### src/rtl/dmem_port_arbiter_if.sv
// Request, response and data-memory signals shared by the two requesters,
// the arbiter and the dmem macro.
interface dmem_port_arbiter_if #(
    parameter int N = 64
);
    logic         p0_valid;
    logic         p0_ready;
    logic         p0_write;
    logic [10:0]  p0_addr;
    logic [2:0]   p0_width;
    logic [N-1:0] p0_wdata;
    logic         p0_resp_valid;
    logic [N-1:0] p0_resp_rdata;
    logic         p0_resp_err;

    logic         p1_valid;
    logic         p1_ready;
    logic         p1_write;
    logic [10:0]  p1_addr;
    logic [2:0]   p1_width;
    logic [N-1:0] p1_wdata;
    logic         p1_resp_valid;
    logic [N-1:0] p1_resp_rdata;
    logic         p1_resp_err;

    logic [N-1:0] DM_writeData;
    logic [7:0]   wordAddr;
    logic         readEnable;
    logic         writeEnable;
    logic [2:0]   memWidth;
    logic [2:0]   byteOffset;
    logic [N-1:0] DM_readData;

    // Arbiter view: takes requests and memory read data, drives everything else
    modport slave (
        input  p0_valid, p0_write, p0_addr, p0_width, p0_wdata,
        output p0_ready, p0_resp_valid, p0_resp_rdata, p0_resp_err,
        input  p1_valid, p1_write, p1_addr, p1_width, p1_wdata,
        output p1_ready, p1_resp_valid, p1_resp_rdata, p1_resp_err,
        output DM_writeData, wordAddr, readEnable, writeEnable, memWidth, byteOffset,
        input  DM_readData
    );

    modport master (
        output p0_valid, p0_write, p0_addr, p0_width, p0_wdata,
        input  p0_ready, p0_resp_valid, p0_resp_rdata, p0_resp_err,
        output p1_valid, p1_write, p1_addr, p1_width, p1_wdata,
        input  p1_ready, p1_resp_valid, p1_resp_rdata, p1_resp_err,
        input  DM_writeData, wordAddr, readEnable, writeEnable, memWidth, byteOffset,
        output DM_readData
    );
endinterface

### src/rtl/dmem_port_arbiter.sv
// Two-port arbiter in front of the single 64-bit data memory: fixed priority with
// anti-starvation for port 1, store lane alignment and 1-cycle load extraction.
module dmem_port_arbiter #(
    parameter int N            = 64,
    parameter int STARVE_LIMIT = 4
) (
    input  logic                clk,
    input  logic                reset_n,
    dmem_port_arbiter_if.slave  bus
);

    localparam logic [2:0] LIMIT = 3'(STARVE_LIMIT);

    logic [2:0]   r_starve;
    logic         r_valid;
    logic         r_port;
    logic         r_write;
    logic [2:0]   r_width;
    logic [2:0]   r_off;
    logic         r_err;

    logic         w_gnt0;
    logic         w_gnt1;
    logic         w_any;
    logic         w_write;
    logic [10:0]  w_addr;
    logic [2:0]   w_width;
    logic [N-1:0] w_wdata;
    logic         w_err;
    logic [N-1:0] w_shift;
    logic [N-1:0] w_ext;
    logic [N-1:0] w_rdata;

    // Port 1 overtakes port 0 only once it has been refused STARVE_LIMIT times in a row
    always_comb begin
        w_gnt1  = reset_n && bus.p1_valid && (!bus.p0_valid || (r_starve == LIMIT));
        w_gnt0  = reset_n && bus.p0_valid && !w_gnt1;
        w_any   = w_gnt0 || w_gnt1;
        w_write = w_gnt1 ? bus.p1_write : bus.p0_write;
        w_addr  = w_gnt1 ? bus.p1_addr  : bus.p0_addr;
        w_width = w_gnt1 ? bus.p1_width : bus.p0_width;
        w_wdata = w_gnt1 ? bus.p1_wdata : bus.p0_wdata;
    end

    always_comb begin
        w_err = 1'b0;
        case (w_width)
            3'b000, 3'b100: w_err = 1'b0;
            3'b001, 3'b101: w_err = w_addr[0];
            3'b010, 3'b110: w_err = |w_addr[1:0];
            3'b011:         w_err = |w_addr[2:0];
            default:        w_err = 1'b1;
        endcase
    end

    // Errored requests are still accepted but never touch the memory
    always_comb begin
        bus.DM_writeData = '0;
        bus.wordAddr     = '0;
        bus.readEnable   = 1'b0;
        bus.writeEnable  = 1'b0;
        bus.memWidth     = '0;
        bus.byteOffset   = '0;
        if (w_any && !w_err) begin
            bus.DM_writeData = w_wdata << {w_addr[2:0], 3'b000};
            bus.wordAddr     = w_addr[10:3];
            bus.readEnable   = !w_write;
            bus.writeEnable  = w_write;
            bus.memWidth     = w_width;
            bus.byteOffset   = w_addr[2:0];
        end
    end

    assign bus.p0_ready = w_gnt0;
    assign bus.p1_ready = w_gnt1;

    always_ff @(posedge clk or negedge reset_n) begin
        if (!reset_n) begin
            r_starve <= '0;
        end else if (bus.p1_valid && !w_gnt1) begin
            if (r_starve != LIMIT) begin
                r_starve <= r_starve + 3'd1;
            end
        end else begin
            r_starve <= '0;
        end
    end

    always_ff @(posedge clk or negedge reset_n) begin
        if (!reset_n) begin
            r_valid <= 1'b0;
            r_port  <= 1'b0;
            r_write <= 1'b0;
            r_width <= '0;
            r_off   <= '0;
            r_err   <= 1'b0;
        end else begin
            r_valid <= w_any;
            if (w_any) begin
                r_port  <= w_gnt1;
                r_write <= w_write;
                r_width <= w_width;
                r_off   <= w_addr[2:0];
                r_err   <= w_err;
            end
        end
    end

    // Bring the addressed lane down to bit 0, then extend from the access size
    always_comb begin
        w_shift = bus.DM_readData >> {r_off, 3'b000};
        w_ext   = '0;
        case (r_width)
            3'b000:  w_ext = {{(N-8){w_shift[7]}},   w_shift[7:0]};
            3'b001:  w_ext = {{(N-16){w_shift[15]}}, w_shift[15:0]};
            3'b010:  w_ext = {{(N-32){w_shift[31]}}, w_shift[31:0]};
            3'b011:  w_ext = w_shift;
            3'b100:  w_ext = {{(N-8){1'b0}},  w_shift[7:0]};
            3'b101:  w_ext = {{(N-16){1'b0}}, w_shift[15:0]};
            3'b110:  w_ext = {{(N-32){1'b0}}, w_shift[31:0]};
            default: w_ext = '0;
        endcase
        w_rdata = (r_valid && !r_write && !r_err) ? w_ext : '0;
    end

    assign bus.p0_resp_valid = r_valid && !r_port;
    assign bus.p1_resp_valid = r_valid && r_port;
    assign bus.p0_resp_rdata = bus.p0_resp_valid ? w_rdata : '0;
    assign bus.p1_resp_rdata = bus.p1_resp_valid ? w_rdata : '0;
    assign bus.p0_resp_err   = bus.p0_resp_valid && r_err;
    assign bus.p1_resp_err   = bus.p1_resp_valid && r_err;

endmodule

### src/flat_wrapper.sv
// flat-port wrapper written by rule: the top's interface ports become plain ports
module dmem_port_arbiter_flat 
#(
    parameter int N            = 64,
    parameter int STARVE_LIMIT = 4
)
  (clk, reset_n, bus_p0_valid, bus_p0_write, bus_p0_addr, bus_p0_width, bus_p0_wdata, bus_p0_ready, bus_p0_resp_valid, bus_p0_resp_rdata, bus_p0_resp_err, bus_p1_valid, bus_p1_write, bus_p1_addr, bus_p1_width, bus_p1_wdata, bus_p1_ready, bus_p1_resp_valid, bus_p1_resp_rdata, bus_p1_resp_err, bus_DM_writeData, bus_wordAddr, bus_readEnable, bus_writeEnable, bus_memWidth, bus_byteOffset, bus_DM_readData);
  dmem_port_arbiter_if #(.N(N)) bus_i ();
  input  logic clk;
  input  logic reset_n;
  input wire logic [$bits(bus_i.p0_valid)-1:0] bus_p0_valid;
  input wire logic [$bits(bus_i.p0_write)-1:0] bus_p0_write;
  input wire logic [$bits(bus_i.p0_addr)-1:0] bus_p0_addr;
  input wire logic [$bits(bus_i.p0_width)-1:0] bus_p0_width;
  input wire logic [$bits(bus_i.p0_wdata)-1:0] bus_p0_wdata;
  output wire logic [$bits(bus_i.p0_ready)-1:0] bus_p0_ready;
  output wire logic [$bits(bus_i.p0_resp_valid)-1:0] bus_p0_resp_valid;
  output wire logic [$bits(bus_i.p0_resp_rdata)-1:0] bus_p0_resp_rdata;
  output wire logic [$bits(bus_i.p0_resp_err)-1:0] bus_p0_resp_err;
  input wire logic [$bits(bus_i.p1_valid)-1:0] bus_p1_valid;
  input wire logic [$bits(bus_i.p1_write)-1:0] bus_p1_write;
  input wire logic [$bits(bus_i.p1_addr)-1:0] bus_p1_addr;
  input wire logic [$bits(bus_i.p1_width)-1:0] bus_p1_width;
  input wire logic [$bits(bus_i.p1_wdata)-1:0] bus_p1_wdata;
  output wire logic [$bits(bus_i.p1_ready)-1:0] bus_p1_ready;
  output wire logic [$bits(bus_i.p1_resp_valid)-1:0] bus_p1_resp_valid;
  output wire logic [$bits(bus_i.p1_resp_rdata)-1:0] bus_p1_resp_rdata;
  output wire logic [$bits(bus_i.p1_resp_err)-1:0] bus_p1_resp_err;
  output wire logic [$bits(bus_i.DM_writeData)-1:0] bus_DM_writeData;
  output wire logic [$bits(bus_i.wordAddr)-1:0] bus_wordAddr;
  output wire logic [$bits(bus_i.readEnable)-1:0] bus_readEnable;
  output wire logic [$bits(bus_i.writeEnable)-1:0] bus_writeEnable;
  output wire logic [$bits(bus_i.memWidth)-1:0] bus_memWidth;
  output wire logic [$bits(bus_i.byteOffset)-1:0] bus_byteOffset;
  input wire logic [$bits(bus_i.DM_readData)-1:0] bus_DM_readData;
  assign bus_i.p0_valid = bus_p0_valid;
  assign bus_i.p0_write = bus_p0_write;
  assign bus_i.p0_addr = bus_p0_addr;
  assign bus_i.p0_width = bus_p0_width;
  assign bus_i.p0_wdata = bus_p0_wdata;
  assign bus_p0_ready = bus_i.p0_ready;
  assign bus_p0_resp_valid = bus_i.p0_resp_valid;
  assign bus_p0_resp_rdata = bus_i.p0_resp_rdata;
  assign bus_p0_resp_err = bus_i.p0_resp_err;
  assign bus_i.p1_valid = bus_p1_valid;
  assign bus_i.p1_write = bus_p1_write;
  assign bus_i.p1_addr = bus_p1_addr;
  assign bus_i.p1_width = bus_p1_width;
  assign bus_i.p1_wdata = bus_p1_wdata;
  assign bus_p1_ready = bus_i.p1_ready;
  assign bus_p1_resp_valid = bus_i.p1_resp_valid;
  assign bus_p1_resp_rdata = bus_i.p1_resp_rdata;
  assign bus_p1_resp_err = bus_i.p1_resp_err;
  assign bus_DM_writeData = bus_i.DM_writeData;
  assign bus_wordAddr = bus_i.wordAddr;
  assign bus_readEnable = bus_i.readEnable;
  assign bus_writeEnable = bus_i.writeEnable;
  assign bus_memWidth = bus_i.memWidth;
  assign bus_byteOffset = bus_i.byteOffset;
  assign bus_i.DM_readData = bus_DM_readData;
  dmem_port_arbiter #(.N(N), .STARVE_LIMIT(STARVE_LIMIT)) u_core (.clk(clk), .reset_n(reset_n), .bus(bus_i));
endmodule
### config.mk
export PLATFORM = sky130hd
export DESIGN_NAME = dmem_port_arbiter_flat
export DESIGN_NICKNAME = d
export VERILOG_FILES = /design/src/rtl/dmem_port_arbiter_if.sv /design/src/rtl/dmem_port_arbiter.sv /design/src/flat_wrapper.sv
export SDC_FILE = /design/constraint.sdc
export NUM_CORES = 1
export LEC_CHECK = 0
export ABC_AREA = 0
export BUFFER_PORTS_ARGS = -buffer_cell sky130_fd_sc_hd__buf_4
export CAP_MARGIN = 30
export CORE_AREA = 10 10 165 167
export CTS_BUF_LIST = sky130_fd_sc_hd__clkbuf_4 sky130_fd_sc_hd__clkbuf_8
export DETAILED_ROUTE_END_ITERATION = 12
export DIE_AREA = 0 0 175 177
export GPL_TIMING_DRIVEN = 0
export SYNTH_ARGS = -nofsm -noshare
export SYNTH_HDL_FRONTEND = slang
export SYNTH_SLANG_ARGS = --single-unit
### constraint.sdc
create_clock -name clk -period 3.31 [get_ports clk]
set_clock_uncertainty 0.1 [all_clocks]
set_input_delay 0.662 -clock clk [delete_from_list [all_inputs] [get_ports clk]]
set_output_delay 0.662 -clock clk [all_outputs]
set_load 0.01 [all_outputs]
**Word level (Yosys, flattened, before mapping)**

Cells that the tools add are included.

- Register bits after elaboration: 13
- Input bits: 226
- Output and inout port bits: 214
- Word-level logic and storage cells: 70

- $add $sub $neg: 1
- Eq/ne operators: 15
- Shift operators: 2
- Mux-type cells: 17
- Reduce and logical (&&, ||, !) cells: 28

Operator list:

| operator | count |
|---|---|
| $pmux 64 s7 | 1 |
| $mux 64 | 5 |
| $shl 64x6->64 | 1 |
| $shr 64x6->64 | 1 |
| $eq 3x3->1 const B | 7 |
| $mux 3 | 5 |
| $eq 3x2->1 const B | 4 |
| $logic_and 1x1->1 | 12 |
| $mux 11 | 1 |
| $mux 8 | 1 |
| $reduce_or 2->1 | 4 |
| $logic_not 1->1 | 7 |
| $eq 3x1->1 const B | 2 |
| $logic_not 3->1 | 2 |
| $pmux 1 s4 | 1 |
| $add 3x1->3 const B | 1 |
| $mux 1 | 3 |
| $ne 3x3->1 const B | 1 |
| $reduce_or 3->1 | 1 |
| $logic_or 1x1->1 | 2 |
| $ne 2x2->1 const B | 1 |

**Longest topological paths before layout**

- Word-level depth: 10
- Mapped depth: 11
- Gate-level depth less buffers: 8

**Worst setup path after synthesis**

No wires, ideal clock.

- Kind: input-to-output
- From: input reset_n
- To: output bus_DM_writeData[48]
- Arrival time: 2.297 ns
- Required time: 2.548 ns
- Slack: 0.251 ns
- Cell stages on the path: 9
- Path buffers: 3
- Cells stage by stage: and2_1 -> clkbuf_1 -> nand2_2 -> clkinv_1 -> buf_2 -> buf_2 -> mux2i_1 -> mux2i_1 -> a211oi_1

- Longest elaborated chain between the ends: 9
- Elaborated cells between the ends (all ways): 26
- Classes of those cells: eq/ne (6); shift (1); mux (5); reduce/logical (14)

Ends and longest elaborated chain:

| element | line | RTL |
|---|---|---|
| start, declared | flat_wrapper.sv:10 | `input logic reset_n;` |
| $logic_and 1x1->1 (2 in a row) | dmem_port_arbiter.sv:36 | `w_gnt1 = reset_n && bus.p1_valid && (!bus.p0_valid \|\| (r_starve == LIMIT));` |
| $mux 3 | dmem_port_arbiter.sv:41 | `w_width = w_gnt1 ? bus.p1_width : bus.p0_width;` |
| $eq 3x2->1, or another cell as far along | dmem_port_arbiter.sv:47 | `case (w_width)` |
| $reduce_or 2->1 | dmem_port_arbiter.sv:47 |  |
| $pmux 1 s4 | dmem_port_arbiter.sv:47 |  |
| $logic_not 1->1 | dmem_port_arbiter.sv:64 | `if (w_any && !w_err) begin` |
| $logic_and 1x1->1 | dmem_port_arbiter.sv:64 |  |
| $mux 64 * | dmem_port_arbiter.sv:64 |  |
| end, declared | flat_wrapper.sv:29 | `output wire logic [$bits(bus_i.DM_writeData)-1:0] bus_DM_writeData;` |

Every way passes the cells marked *; elsewhere a longest branch is shown, timed or not.

**Worst setup path after layout**

- From: input bus_p0_addr[0]
- To: output bus_DM_writeData[50]

- Longest elaborated chain between the ends: 6
- Elaborated cells between the ends (all ways): 8
- Classes of those cells: shift (1); mux (3); reduce/logical (4)

Ends and longest elaborated chain:

| element | line | RTL |
|---|---|---|
| start, declared | flat_wrapper.sv:13 | `input wire logic [$bits(bus_i.p0_addr)-1:0] bus_p0_addr;` |
| $mux 11 * | dmem_port_arbiter.sv:40 | `w_addr = w_gnt1 ? bus.p1_addr : bus.p0_addr;` |
| parallel branches: the longest is 4 deep, another holds $shl 64x6->64 | n/a |  |
| $mux 64 * | dmem_port_arbiter.sv:64 |  |

Every way passes the cells marked *.

==> metrics.txt <==
# TYPE chip_impl_metric gauge
chip_impl_info{name="run_status",value="finished, violations left"} 1
chip_impl_info{name="violations",value="setup timing"} 1
chip_impl_metric{name="cts.sink_count",unit=""} 13
chip_impl_metric{name="insertedDiodeCount",unit=""} 0
chip_impl_metric{name="dpl.hpwl",unit="um"} 41700
chip_impl_metric{name="slew_headroom",unit="%"} 62.2
chip_impl_metric{name="power_share_of_the_combinational_group",unit="%"} 86.4
chip_impl_metric{name="detail_route.first_pass.iterations",unit=""} 5
chip_impl_metric{name="globalRoute.totalOverflow",unit=""} 0
chip_impl_metric{name="dpl_cell_area",unit="um^2"} 10800
chip_impl_metric{name="r2r_slack",unit="ns"} 1.07
chip_impl_metric{name="totalNegativeSetupSlack",unit="ns"} -0.0384
chip_impl_info{name="setup.worst_path.end_class",value="output pin"} 1
chip_impl_metric{name="cts.htree.levels",unit=""} 1
chip_impl_info{name="top_post_synthesis_cells_by_area",value="sky130_fd_sc_hd__mux2i_1 28%, sky130_fd_sc_hd__mux4_2 9.1%, sky130_fd_sc_hd__a21oi_1 7.7%"} 1
chip_impl_metric{name="ir_worst_vdd",unit="mV"} 0.123
chip_impl_metric{name="grt_max_degree",unit=""} 17
chip_impl_metric{name="start_util",unit="%"} 29.9
chip_impl_metric{name="route.final.wire_length",unit="um"} 51400
chip_impl_metric{name="clock_power_share",unit="%"} 5.9
chip_impl_info{name="most-common-layout-cells",value="475 x sky130_fd_sc_hd__buf_4, 176 x sky130_fd_sc_hd__mux2i_1, 142 x sky130_fd_sc_hd__nand2_1, 103 x sky130_fd_sc_hd__nor2_1, 89 x sky130_fd_sc_hd__a21oi_1"} 1
chip_impl_metric{name="grt_antenna_before_repair",unit=""} 2
chip_impl_metric{name="clk_pin_slew_worst_paths",unit="ns"} 0.05
chip_impl_metric{name="seq_area",unit="um^2"} 327
chip_impl_metric{name="place.gp.congestion",unit=""} 1.01
chip_impl_metric{name="worst_r2r_path_depth",unit=""} 8
chip_impl_metric{name="fp-row-count",unit=""} 57
chip_impl_metric{name="grt_pass1_wl",unit="um"} 72800
chip_impl_metric{name="drive_above_1_share",unit="%"} 49.5
chip_impl_metric{name="synth_nets",unit=""} 1246
chip_impl_metric{name="dieArea",unit="um^2"} 31000
chip_impl_metric{name="placement.io_buffers",unit=""} 437
chip_impl_metric{name="power_density",unit="nW/um^2"} 211
chip_impl_info{name="reg2reg_to",value="u_core.r_off[1]$_DFFE_PN0P_"} 1
chip_impl_metric{name="ys_seq_elements",unit=""} 13
chip_impl_metric{name="growth_of_design_area_from_synthesis_to_finish",unit="%"} 68.3
chip_impl_metric{name="synth-edff-count",unit=""} 0
chip_impl_info{name="crit_path_cell_trace",value="buf_2 > buf_2 > buf_4 > mux2i_1 > mux2i_4 > mux2i_1 > a211oi_2 > buf_4"} 1
chip_impl_metric{name="setup_viol",unit=""} 1
chip_impl_metric{name="synth_cell_type_count",unit=""} 53
chip_impl_info{name="cts_tree",value="built"} 1
chip_impl_info{name="timing.critical_path.from_type",value="primary input"} 1
chip_impl_metric{name="power_switching_share",unit="%"} 52.4
chip_impl_metric{name="cts-buffers-inserted",unit=""} 3
chip_impl_metric{name="synth_async_sr_flop_share",unit="%"} 100
chip_impl_info{name="unrepaired_setup_endpoints_after_global_routing",value="true"} 1
chip_impl_metric{name="cp_max_fo",unit=""} 10
chip_impl_metric{name="final_period_minus_worst_setup_slack",unit="ns"} 3.35
chip_impl_metric{name="synthDominantCellAreaShare",unit="%"} 27.8
chip_impl_metric{name="coreArea",unit="um^2"} 24000
chip_impl_metric{name="via_count_of_the_first_global_routing_pass",unit=""} 11029
chip_impl_info{name="timing.setup.critical_path_class",value="in -> out"} 1
chip_impl_metric{name="synth_area_per_cell",unit="um^2"} 7.04
chip_impl_metric{name="synthesis.area",unit="um^2"} 7160
chip_impl_info{name="cell_chosen_for_the_clock_root",value="sky130_fd_sc_hd__clkbuf_8"} 1
chip_impl_metric{name="fin_nets",unit=""} 1707
chip_impl_metric{name="timing.critical_path.arrival",unit="ns"} 2.59
chip_impl_metric{name="setup_slack",unit="ns"} -0.0384
chip_impl_metric{name="groute.usage.overall",unit="%"} 30.5
chip_impl_metric{name="layout.filler_cells",unit=""} 2440
chip_impl_metric{name="die-height",unit="um"} 177
chip_impl_metric{name="slew_at_the_pin_closest_to_its_max_slew_limit",unit="ns"} 0.566
chip_impl_metric{name="multi_input_comb_area",unit="um^2"} 6970
chip_impl_metric{name="hold_violations",unit=""} 0
chip_impl_metric{name="layoutNonFillerInstCount",unit=""} 1802
chip_impl_metric{name="clk_latency_worst_skew_pair",unit="ns"} 0.24
chip_impl_metric{name="routed_wire_length_per_instance",unit="um"} 28.5
chip_impl_metric{name="numPlacedInstances",unit=""} 1779
chip_impl_metric{name="synthesis.instances",unit=""} 1018
chip_impl_metric{name="ioPinCount",unit=""} 440
chip_impl_info{name="layout.cells.most_common",value="sky130_fd_sc_hd__buf_4"} 1
chip_impl_metric{name="drt-vias-per-instance",unit=""} 5.99
chip_impl_metric{name="internal-power",unit="uW"} 1210
chip_impl_metric{name="cts.hold.buffers_added",unit=""} 0
chip_impl_metric{name="drtIter0Drc",unit=""} 1107
chip_impl_metric{name="sequential_share_of_power",unit="%"} 7.7
chip_impl_metric{name="p_leak",unit="uW"} 0.00556
chip_impl_metric{name="max_cap_viol_count",unit=""} 0
chip_impl_info{name="crit_slowest_cell",value="sky130_fd_sc_hd__a211oi_2"} 1
chip_impl_metric{name="synth.yosys.warnings",unit=""} 0
chip_impl_metric{name="final_antenna_net_count",unit=""} 0
chip_impl_metric{name="crit_path_max_incr_delay",unit="ns"} 0.39
chip_impl_info{name="r2r_start",value="u_core.r_starve[1]$_DFFE_PN0P_"} 1
chip_impl_metric{name="critPathRequiredTime",unit="ns"} 2.55
chip_impl_metric{name="achievable-frequency",unit="MHz"} 299
chip_impl_metric{name="timing.final.max_slew_violations",unit=""} 0
chip_impl_metric{name="remaining_drc_errors",unit=""} 0
chip_impl_metric{name="cts_buffer_depth",unit=""} 2
chip_impl_metric{name="total_number_of_vias",unit=""} 10787
chip_impl_metric{name="post-route-cell-area",unit="um^2"} 12100
chip_impl_metric{name="postLayoutCoreUtil",unit="%"} 50.3
chip_impl_metric{name="die_width",unit="um"} 175
chip_impl_info{name="worst_hold_path_type",value="in -> async"} 1
chip_impl_metric{name="seq_total_area_yosys",unit="%"} 4.54
chip_impl_metric{name="final_min_period_over_clock_period",unit="%"} 101
chip_impl_metric{name="power_switching",unit="uW"} 1330
chip_impl_info{name="yosysTopAreaCell",value="sky130_fd_sc_hd__mux2i_1"} 1
chip_impl_info{name="most_common_flop_cell_mapped_by_yosys",value="sky130_fd_sc_hd__dfrtp_1"} 1
## stage by stage
| step | setup slack, ns | hold slack, ns | power (uW) |
|---|---|---|---|
| 6_report | -0.0384 | 0.126 | 2550 |
| 5_1_grt | -0.0543 | 0.131 | 2670 |
| 4_1_cts | 0.000505 | 0.132 | 2410 |
| 2_1_floorplan | 0.251 | 0.266 | 1300 |
| 3_3_place_gp | -1.10 | 0.391 | 2100 |
| 3_5_place_dp | -0.974 | 0.405 | 2110 |
## Yosys cell counts (3+ instances only)
cell	number
sky130_fd_sc_hd__mux4_2	29
sky130_fd_sc_hd__nand2_1	144
sky130_fd_sc_hd__nor3_1	22
sky130_fd_sc_hd__o21ai_0	47
sky130_fd_sc_hd__a21oi_1	110
sky130_fd_sc_hd__o22ai_1	17
sky130_fd_sc_hd__or2_2	4
sky130_fd_sc_hd__buf_6	7
sky130_fd_sc_hd__clkbuf_1	51
sky130_fd_sc_hd__a221oi_1	8
sky130_fd_sc_hd__dfrtp_1	13
sky130_fd_sc_hd__and3_1	4
sky130_fd_sc_hd__mux2_2	33
sky130_fd_sc_hd__a22oi_1	11
sky130_fd_sc_hd__o21a_1	11
sky130_fd_sc_hd__buf_1	13
sky130_fd_sc_hd__nand4_1	3
sky130_fd_sc_hd__and2_1	4
sky130_fd_sc_hd__a22o_1	8
sky130_fd_sc_hd__clkinv_1	3
sky130_fd_sc_hd__a211oi_1	22
sky130_fd_sc_hd__nand4b_1	10
sky130_fd_sc_hd__nand2b_1	10
sky130_fd_sc_hd__o211ai_1	9
sky130_fd_sc_hd__inv_1	10
sky130_fd_sc_hd__a311oi_1	8
sky130_fd_sc_hd__mux2i_1	199
sky130_fd_sc_hd__nand3_1	22
sky130_fd_sc_hd__nor2b_1	6
sky130_fd_sc_hd__nor2_1	106
sky130_fd_sc_hd__buf_2	34
sky130_fd_sc_hd__or4_1	6
sky130_fd_sc_hd__a2bb2oi_1	7
## state kept, by name (all words and copies together) (netlist names)
signal / cells
u_core.r_off: 3
u_core.r_starve: 3
u_core.r_width: 3
u_core.r_err: 1
u_core.r_port: 1
u_core.r_valid: 1
u_core.r_write: 1
## area by class of cell
type,count,area share [%]
Clock buffer,4,0.405
Multi-Input combinational cell,884,57.8
Tap cell,324,3.36
Sequential cell,13,2.71
Timing Repair Buffer,462,29.1
Inverter,15,0.571
Buffer,100,6.03
## how the worst max path moves through the flow
stage | start | endpoint | slack, ns | cells after the start
final | bus_p0_addr[0] | bus_DM_writeData[50] | -0.04 | 8
after global routing | u_core.r_starve[1]$_DFFE_PN0P_ | bus_DM_writeData[50] | -0.05 | 11
after CTS | u_core.r_off[2]$_DFFE_PN0P_ | bus_p1_resp_rdata[24] | 0.0005 | 8
after detailed placement | reset_n | bus_DM_writeData[50] | -0.97 | 11
after global placement | reset_n | bus_DM_writeData[50] | -1.10 | 11
after floorplan | reset_n | bus_DM_writeData[48] | 0.25 | 9
## power by group through the flow
stage               combinational, uW  sequential, uW  clock (uW)
floorplan                        1110             191           0
global placement                 1910             195           0
global route                     2310             199         162
detailed placement               1910             195           0
finish                           2200             196         150
CTS                              2060             194         150
## per-layer routing
layer | track usage [%] | wire, um
met4 | 17.7 | 3430
met2 | 53.4 | 24900
met1 | 32.3 | 17600
met5 | 0 | 16
met3 | 8.77 | 5390
## critical path, delay by kind of cell
family | cells | cell delay, ns
AO/OA/AOI/OAI | 1 | 0.39
buffers and inverters | 4 | 1.01
multiplexers | 3 | 0.51
## logic make-up (layout without fill, tap and decap cells)
family,Yosys count,count (layout),share of synthesized area (%)
and+or+nand+nor,349,349,21.9
AOI/OAI and AO/OA,271,271,23.3
muxes,261,261,42.1
buffers and inverters,121,581,7.72
DFF,13,13,4.54
adders and majority gates,2,2,0.349
xor gates and xnor gates,1,1,0.122
## timing repair
| item | 4_1_cts | 5_1_grt |
|---|---|---|
| setup buffers | 8 | 14 |
| gates resized for setup | 194 | 99 |
| gates cloned | 1 | 2 |
| setup endpoints to repair | 178 | 168 |
| pin swaps | 11 | 10 |
Note: power is estimated with default switching activity, not from simulation.
